<file path="config.mk">
export PLATFORM = sky130hd
export DESIGN_NAME = mac_dot_sequencer_flat
export DESIGN_NICKNAME = d
export VERILOG_FILES = /design/src/rtl/mac_dot_sequencer_if.sv /design/src/rtl/mac_dot_sequencer.sv /design/src/flat_wrapper.sv
export SDC_FILE = /design/constraint.sdc
export NUM_CORES = 1
export LEC_CHECK = 0
export ABC_CLOCK_PERIOD_IN_PS = 4150
export BUFFER_PORTS_ARGS = -buffer_cell sky130_fd_sc_hd__buf_2
export CORE_ASPECT_RATIO = 2
export CORE_UTILIZATION = 57
export DETAILED_ROUTE_END_ITERATION = 7
export PLACE_DENSITY = 0.85
export RECOVER_POWER = 25
export SLEW_MARGIN = 20
export SYNTH_ARGS = -nofsm -noshare
export SYNTH_HDL_FRONTEND = slang
export SYNTH_SLANG_ARGS = --single-unit
</file>
<file path="constraint.sdc">
create_clock -name clk -period 4.15 [get_ports clk]
set_clock_uncertainty 0.15 [all_clocks]
set_input_delay 0.2075 -clock clk [delete_from_list [all_inputs] [get_ports clk]]
set_output_delay 0.2075 -clock clk [all_outputs]
set_load 0.01 [all_outputs]
</file>
<file path="src/rtl/mac_dot_sequencer_if.sv">
// Operand-pair stream and dot-product result handshake for mac_dot_sequencer.
// The master side feeds operands and consumes results; the sequencer is the slave.
interface mac_dot_sequencer_if #(
  parameter int DW = 22,
  parameter int AW = 48
);
  logic          s_valid;
  logic          s_ready;
  logic [DW-1:0] s_a;
  logic [DW-1:0] s_b;
  logic          result_valid;
  logic          result_ready;
  logic [AW-1:0] result_data;

  modport master (
    output s_valid, s_a, s_b, result_ready,
    input  s_ready, result_valid, result_data
  );

  modport slave (
    input  s_valid, s_a, s_b, result_ready,
    output s_ready, result_valid, result_data
  );
endinterface

</file>
<file path="src/rtl/mac_dot_sequencer.sv">
// Issue-side controller for a pipelined MAC: streams signed operand pairs through
// MAC_LAT interleaved partial accumulators and reduces them into one dot product.
module mac_dot_sequencer #(
  parameter int VEC_LEN = 16,
  parameter int MAC_LAT = 3,
  parameter int DW      = 22,
  parameter int AW      = 48
) (
  input  logic                  clk,
  input  logic                  rst,
  mac_dot_sequencer_if.slave    io,
  output logic                  mac_valid,
  output logic [DW-1:0]         mac_a,
  output logic [DW-1:0]         mac_b,
  output logic [AW-1:0]         mac_sum,
  input  logic                  mac_o_valid,
  input  logic [AW-1:0]         mac_sum_out,
  output logic                  busy
);

  localparam int LW = (MAC_LAT > 1) ? $clog2(MAC_LAT) : 1;
  localparam int CW = (VEC_LEN > 1) ? $clog2(VEC_LEN) : 1;
  localparam logic [LW-1:0] LANE_LAST = LW'(MAC_LAT - 1);
  localparam logic [CW-1:0] ELEM_LAST = CW'(VEC_LEN - 1);

  typedef enum logic [1:0] {
    ACCUM,
    DRAIN,
    OUT
  } state_t;

  state_t        state_q, state_d;
  logic [CW-1:0] elem_cnt_q, elem_cnt_d;
  logic [LW-1:0] lane_ptr_q, lane_ptr_d;
  logic [AW-1:0] lane_acc_q [MAC_LAT];
  logic [AW-1:0] lane_acc_d [MAC_LAT];
  logic          tag_v_q [MAC_LAT];
  logic          tag_v_d [MAC_LAT];
  logic [LW-1:0] tag_l_q [MAC_LAT];
  logic [LW-1:0] tag_l_d [MAC_LAT];
  logic          result_valid_q, result_valid_d;
  logic [AW-1:0] result_data_q, result_data_d;

  logic          accept;
  logic          ret_valid;
  logic [LW-1:0] ret_tag;
  logic          capture;
  logic          fwd;
  logic          tags_busy;
  logic [AW-1:0] lane_sum;

  assign io.s_ready = !rst && (state_q == ACCUM);
  assign accept     = io.s_valid && io.s_ready;

  // The tail of the tag pipeline lines up with the MAC's o_valid/sum_out.
  assign ret_valid = tag_v_q[MAC_LAT-1];
  assign ret_tag   = tag_l_q[MAC_LAT-1];
  assign capture   = mac_o_valid && ret_valid;
  assign fwd       = capture && (ret_tag == lane_ptr_q);

  // A lane reused exactly MAC_LAT cycles later sees its previous result returning
  // this cycle, so the fresh sum_out bypasses the not-yet-updated lane register.
  assign mac_valid = accept;
  assign mac_a     = accept ? io.s_a : '0;
  assign mac_b     = accept ? io.s_b : '0;
  assign mac_sum   = !accept ? '0 : (fwd ? mac_sum_out : lane_acc_q[lane_ptr_q]);

  assign io.result_valid = result_valid_q;
  assign io.result_data  = result_data_q;
  assign busy            = (state_q != ACCUM) || (elem_cnt_q != '0);

  always_comb begin
    tags_busy = 1'b0;
    lane_sum  = '0;
    for (int unsigned i = 0; i < MAC_LAT; i++) begin
      tags_busy = tags_busy | tag_v_q[i];
      lane_sum  = lane_sum + lane_acc_q[i];
    end
  end

  always_comb begin
    tag_v_d    = tag_v_q;
    tag_l_d    = tag_l_q;
    tag_v_d[0] = accept;
    tag_l_d[0] = lane_ptr_q;
    for (int unsigned i = 1; i < MAC_LAT; i++) begin
      tag_v_d[i] = tag_v_q[i-1];
      tag_l_d[i] = tag_l_q[i-1];
    end
  end

  always_comb begin
    state_d        = state_q;
    elem_cnt_d     = elem_cnt_q;
    lane_ptr_d     = lane_ptr_q;
    lane_acc_d     = lane_acc_q;
    result_valid_d = result_valid_q;
    result_data_d  = result_data_q;

    if (capture) begin
      lane_acc_d[ret_tag] = mac_sum_out;
    end

    if (accept) begin
      lane_ptr_d = (lane_ptr_q == LANE_LAST) ? '0 : lane_ptr_q + LW'(1);
    end

    unique case (state_q)
      ACCUM: begin
        if (accept) begin
          if (elem_cnt_q == ELEM_LAST) begin
            elem_cnt_d = '0;
            state_d    = DRAIN;
          end else begin
            elem_cnt_d = elem_cnt_q + CW'(1);
          end
        end
      end
      DRAIN: begin
        // An empty tag pipeline also means no capture is due this cycle.
        if (!tags_busy) begin
          result_data_d  = lane_sum;
          result_valid_d = 1'b1;
          state_d        = OUT;
        end
      end
      OUT: begin
        if (io.result_ready) begin
          for (int unsigned i = 0; i < MAC_LAT; i++) begin
            lane_acc_d[i] = '0;
          end
          lane_ptr_d     = '0;
          result_valid_d = 1'b0;
          state_d        = ACCUM;
        end
      end
      default: state_d = ACCUM;
    endcase
  end

  always_ff @(posedge clk) begin
    if (rst) begin
      state_q        <= ACCUM;
      elem_cnt_q     <= '0;
      lane_ptr_q     <= '0;
      result_valid_q <= 1'b0;
      result_data_q  <= '0;
      for (int unsigned i = 0; i < MAC_LAT; i++) begin
        lane_acc_q[i] <= '0;
        tag_v_q[i]    <= 1'b0;
        tag_l_q[i]    <= '0;
      end
    end else begin
      state_q        <= state_d;
      elem_cnt_q     <= elem_cnt_d;
      lane_ptr_q     <= lane_ptr_d;
      result_valid_q <= result_valid_d;
      result_data_q  <= result_data_d;
      lane_acc_q     <= lane_acc_d;
      tag_v_q        <= tag_v_d;
      tag_l_q        <= tag_l_d;
    end
  end

endmodule

</file>
<file path="src/flat_wrapper.sv">
// flat-port wrapper written by rule: the top's interface ports become plain ports
module mac_dot_sequencer_flat 
#(
  parameter int VEC_LEN = 16,
  parameter int MAC_LAT = 3,
  parameter int DW      = 22,
  parameter int AW      = 48
)
  (clk, rst, mac_valid, mac_a, mac_b, mac_sum, mac_o_valid, mac_sum_out, busy, io_s_valid, io_s_a, io_s_b, io_result_ready, io_s_ready, io_result_valid, io_result_data);
  mac_dot_sequencer_if #(.DW(DW), .AW(AW)) io_i ();
  input  logic clk;
  input  logic rst;
  output logic mac_valid;
  output logic [DW-1:0] mac_a;
  output logic [DW-1:0] mac_b;
  output logic [AW-1:0] mac_sum;
  input  logic mac_o_valid;
  input  logic [AW-1:0] mac_sum_out;
  output logic busy;
  input wire logic [$bits(io_i.s_valid)-1:0] io_s_valid;
  input wire logic [$bits(io_i.s_a)-1:0] io_s_a;
  input wire logic [$bits(io_i.s_b)-1:0] io_s_b;
  input wire logic [$bits(io_i.result_ready)-1:0] io_result_ready;
  output wire logic [$bits(io_i.s_ready)-1:0] io_s_ready;
  output wire logic [$bits(io_i.result_valid)-1:0] io_result_valid;
  output wire logic [$bits(io_i.result_data)-1:0] io_result_data;
  assign io_i.s_valid = io_s_valid;
  assign io_i.s_a = io_s_a;
  assign io_i.s_b = io_s_b;
  assign io_i.result_ready = io_result_ready;
  assign io_s_ready = io_i.s_ready;
  assign io_result_valid = io_i.result_valid;
  assign io_result_data = io_i.result_data;
  mac_dot_sequencer #(.VEC_LEN(VEC_LEN), .MAC_LAT(MAC_LAT), .DW(DW), .AW(AW)) u_core (.clk(clk), .rst(rst), .io(io_i), .mac_valid(mac_valid), .mac_a(mac_a), .mac_b(mac_b), .mac_sum(mac_sum), .mac_o_valid(mac_o_valid), .mac_sum_out(mac_sum_out), .busy(busy));
endmodule
</file>
==> results.txt <==
----------------------------------------------------
[Status]
  Result of the run ... complete, but fails checks
  Failing checks ... max-capacitance violations, max-slew violations

[Drt]
  Drt initial violations ... 982
  Vias per Instance ... between 6 and 7
  Number of detailed-route iterations in the first pass ... 5
  Routed WL per cell ... approximately 20 um
  Routed wire length ... roughly 44000 um
  Post-route ant nets ... 0
  Drt drc ... 0
  DR vias ... around 13k

[Critical path]
  Required @ worst endpoint ... 4.46 ns
  Worst Path Max Fanout ... 5
  Critical Path, Cell by Cell ... inv_1 -> fa_1 -> inv_1 -> ha_1 -> inv_1 -> fa_1 -> nor2b_1 -> o2111ai_2 -> a21oi_2 -> a31oi_4 -> o41ai_2 -> buf_4 -> a211o_2 -> a21oi_1 -> or4_1 -> nand3_1
  Reg2reg end ... u_core.io.result_data[35]
  Worst Path Buf+Inv ... 4
  Top cell by count, worst path ... sky130_fd_sc_hd__inv_1
  Startpoint Class ... register
  Worst-case register-to-register setup slack ... 0.19 ns
  R2R cell count ... 16
  WS Path Type ... reg2reg
  Data arrival, critical path ... 4.27 ns
  Slowest cell on the critical path ... sky130_fd_sc_hd__fa_1
  Maximum cell stage delay along the critical path ... 0.46 ns
  Worst path top cell family by delay ... compound AO/OA/AOI/OAI gates
  Crit Reg-Reg Startpoint ... u_core.lane_acc_q[0]
  Endpoint class of the critical path ... register

[Die]
  Die height ... 213.8 um
  IO Count ... roughly 240
  Standard-cell row count ... 77
  Full die area ... 23060 um2
  Die width ... roughly 110 um
  Core Box Area ... 22060 um2
  Starting density of the core ... ~58%

[Yosys]
  Number of register bits inferred by synthesis ... 210
  Cell count after synthesis ... roughly 1.7k
  Sequential fraction of the synthesis area ... between 30 and 40%
  Yosys cell types ... 58
  Number of enable flip-flop cells after synthesis ... 0
  Most used flip-flop cell after synthesis ... sky130_fd_sc_hd__dfxtp_1
  Async S/R FF share, synth ... 0%
  Synthesized Nets ... about 1.9k
  Yosys Warn Count ... 0
  Synth Cell Area ... approximately 13000 um2
  Post-Syn Area per Cell ... 7.616 um2

[Layout]
  Leading cell type in the layout, fill and taps excluded ... sky130_fd_sc_hd__nand2_1
  Commonest non-fill, non-tap cells in the layout ... sky130_fd_sc_hd__nand2_1 (401), sky130_fd_sc_hd__a21oi_1 (280), sky130_fd_sc_hd__dfxtp_1 (208)
  Post-route cell area ... around 15000 um2
  Number of nets in the layout ... between 2k and 2.5k
  Footprint of the flip-flops and latches ... 4207 um2
  Area growth syn-to-layout ... 19.31%
  Footprint of the multi-input gates ... around 8100 um2
  Share of layout cells above drive strength 1 ... about 14%
  Number of filler cells placed in the layout ... 1804

[Clock tree]
  Clock root buffer ... sky130_fd_sc_hd__clkbuf_16
  Post-CTS clock slew at the launch and capture registers of the worst setup and hold paths ... ~0.070 ns
  Post-cts gate resize count ... 0
  Worst skew pair latency ... roughly 0.52 ns
  TritonCTS clock tree ... built
  # Post-CTS Setup Buffers ... 0
  Number of buffers inserted during clock tree synthesis ... 20
  Max Root-Sink Buffers ... 3
  Num Clock Sinks ... 210
  H-tree Lvls ... 1

[Placed design]
  I/O Buffers ... 240
  Routability-driven placement congestion ratio ... around 0.95
  Final HPWL from detailed placement ... between 30000 and 40000 um
  Worst setup slack after placement ... around 0.29 ns
  Post-placement cell area ... roughly 14000 um2

[GRT]
  GRT Residual Overflow ... 0
  Global-route usage over all layers ... 38.40%
  Number of antenna violations at the first check in global routing ... 5
  Pin count of the biggest net entering global routing ... between 80 and 90
  First-pass GRT wire length ... ~68000 um
  Number of global-route vias before repair ... 13.12k

[Timing]
  Final Hold Slack ... between 0.2 and 0.3 ns
  Final hold violation count ... 0
  Period utilisation layout ... 95.38%
  Total of endpoints with negative setup slack in the final report ... 0
  Slew Viols, Final ... ~140
  Actual slew at the worst max-slew pin ... 2.601 ns
  Worst slew slack as a fraction of its limit ... -73.37%
  RSZ-0062 raised after global routing ... false
  Worst-case setup margin in the final layout ... around 0.19 ns
  Highest attainable clock frequency ... between 200 and 300 MHz
  Final TNS setup ... 0 ns
  Minimum period implied by the final worst setup slack ... between 3 and 4 ns

[Min path]
  WHS Endpoint ... u_core.lane_acc_q[103]
  Startpoint of the lowest-slack hold path ... mac_o_valid
  Path category of the worst min-delay check ... in2reg
  Depth of the worst hold-timing path ... 6

[Power]
  Leakage power of the design ... between 6 and 7 nW
  Total power divided by cell area ... around 290 nW/um2
  Worst-case vdd ir drop ... roughly 0.31 mV

[Run]
  Maximum capacitance violations ... 2

----------------------------------------------------
-- synthesized netlist by cell type, types with 7 or more instances --
cell	number	area [um2]
sky130_fd_sc_hd__nor3_1	16	80.08
sky130_fd_sc_hd__mux2i_1	49	490.5
sky130_fd_sc_hd__ha_1	48	600.6
sky130_fd_sc_hd__fa_1	48	960.9
sky130_fd_sc_hd__inv_1	20	75.07
sky130_fd_sc_hd__nor2_1	128	480.5
sky130_fd_sc_hd__nand4_1	13	81.33
sky130_fd_sc_hd__xnor2_1	23	201.4
sky130_fd_sc_hd__o21ai_1	16	80.08
sky130_fd_sc_hd__buf_1	15	56.30
sky130_fd_sc_hd__nor2b_1	20	125.1
sky130_fd_sc_hd__or3_1	7	43.79
sky130_fd_sc_hd__and3_1	54	337.8
sky130_fd_sc_hd__o21ai_0	22	110.1
sky130_fd_sc_hd__dfxtp_1	210	4204
sky130_fd_sc_hd__xor2_1	19	166.4
sky130_fd_sc_hd__and2_1	7	43.79
sky130_fd_sc_hd__clkbuf_1	105	394.1
sky130_fd_sc_hd__a211oi_1	59	442.9
sky130_fd_sc_hd__nand2b_1	7	43.79
sky130_fd_sc_hd__nand2_1	403	1513
sky130_fd_sc_hd__a21o_1	19	142.6
sky130_fd_sc_hd__nand3_1	24	120.1
sky130_fd_sc_hd__a21oi_1	280	1401
-- tightest hold or removal path, cell delays in order --
cell	delay (ns)
sky130_fd_sc_hd__buf_2	0.12
sky130_fd_sc_hd__nand2_1	0.14
sky130_fd_sc_hd__nor3_2	0.07
sky130_fd_sc_hd__buf_4	0.21
sky130_fd_sc_hd__nand2_1	0.09
sky130_fd_sc_hd__a21oi_1	0.05
-- routing by layer --
metal	track usage, %	vias up	wire length [um]
li1	-	6192	-
met1	40.73	6315	15040
met2	65.21	713	21680
met3	6.869	217	3318
met4	32.59	8	3964
met5	0	-	52
-- cell families after synthesis --
group | Yosys count | synth area share, %
buffers and inverters | 141 | 4.141
adder cells (fa/ha/maj) | 96 | 12.22
flip-flops | 210 | 32.90
AO/OA/AOI/OAI | 450 | 20.96
AND/OR/NAND/NOR | 690 | 23.07
XOR/XNOR | 42 | 2.878
multiplexers | 49 | 3.838
-- final cells by class --
class                      count  share of cell area, %
antenna                        1                0.01641
clock buffer                  27                  3.717
clock inverter                 9                 0.9191
inverter                      21                 0.5170
multi-input combinational   1327                  52.97
sequential                   210                  27.59
tap                          276                  2.265
timing repair buffer         314                  12.01
-- stage by stage --
stage	total power, mW	utilization [%]	instances
4_1_cts	4.372	69.51	2184
3_3_place_gp	2.373	64.04	2098
3_5_place_dp	2.378	64.04	2098
2_1_floorplan	2.230	-	1678
5_1_grt	4.475	69.11	2185
6_report	4.373	69.11	2185
-- worst max path at each step --
stage | startpoint | to | slack [ns] | cells after the start
after floorplan | u_core.lane_acc_q[1] | u_core.io.result_data[35] | 0.61 | 13
after global placement | u_core.lane_acc_q[0] | u_core.io.result_data[35] | 0.33 | 16
after detailed placement | u_core.lane_acc_q[0] | u_core.io.result_data[47] | 0.29 | 16
after CTS | u_core.lane_acc_q[0] | u_core.io.result_data[35] | 0.22 | 16
after global routing | u_core.lane_acc_q[0] | u_core.io.result_data[47] | 0.02 | 16
final | u_core.lane_acc_q[0] | u_core.io.result_data[35] | 0.19 | 16
-- power by group --
group          total [mW]  leakage [nW]  switching, mW  internal (mW)
clock                1.99         0.340          0.838           1.16
combinational       0.339          4.31          0.211          0.128
sequential           2.04          1.69         0.0146           2.03
total                4.37          6.34           1.06           3.31
-- state kept, by name (all words and copies together), names as in the netlist --
signal	count
u_core.lane_acc_q	144
u_core.ret_tag	2
u_core.state_q	2
u_core.tag_l_d	4
u_core.elem_cnt_q	4
u_core.io.result_data	48
u_core.tag_v_d	2
u_core.lane_ptr_q	2
u_core.io.result_valid	1
u_core.ret_valid	1
-- repair_timing --
item                       4_1_cts  5_1_grt
hold buffers                    50        0
setup endpoints to repair        0        0
hold endpoints to repair       151        0
Note: power is estimated with default switching activity, not from simulation.
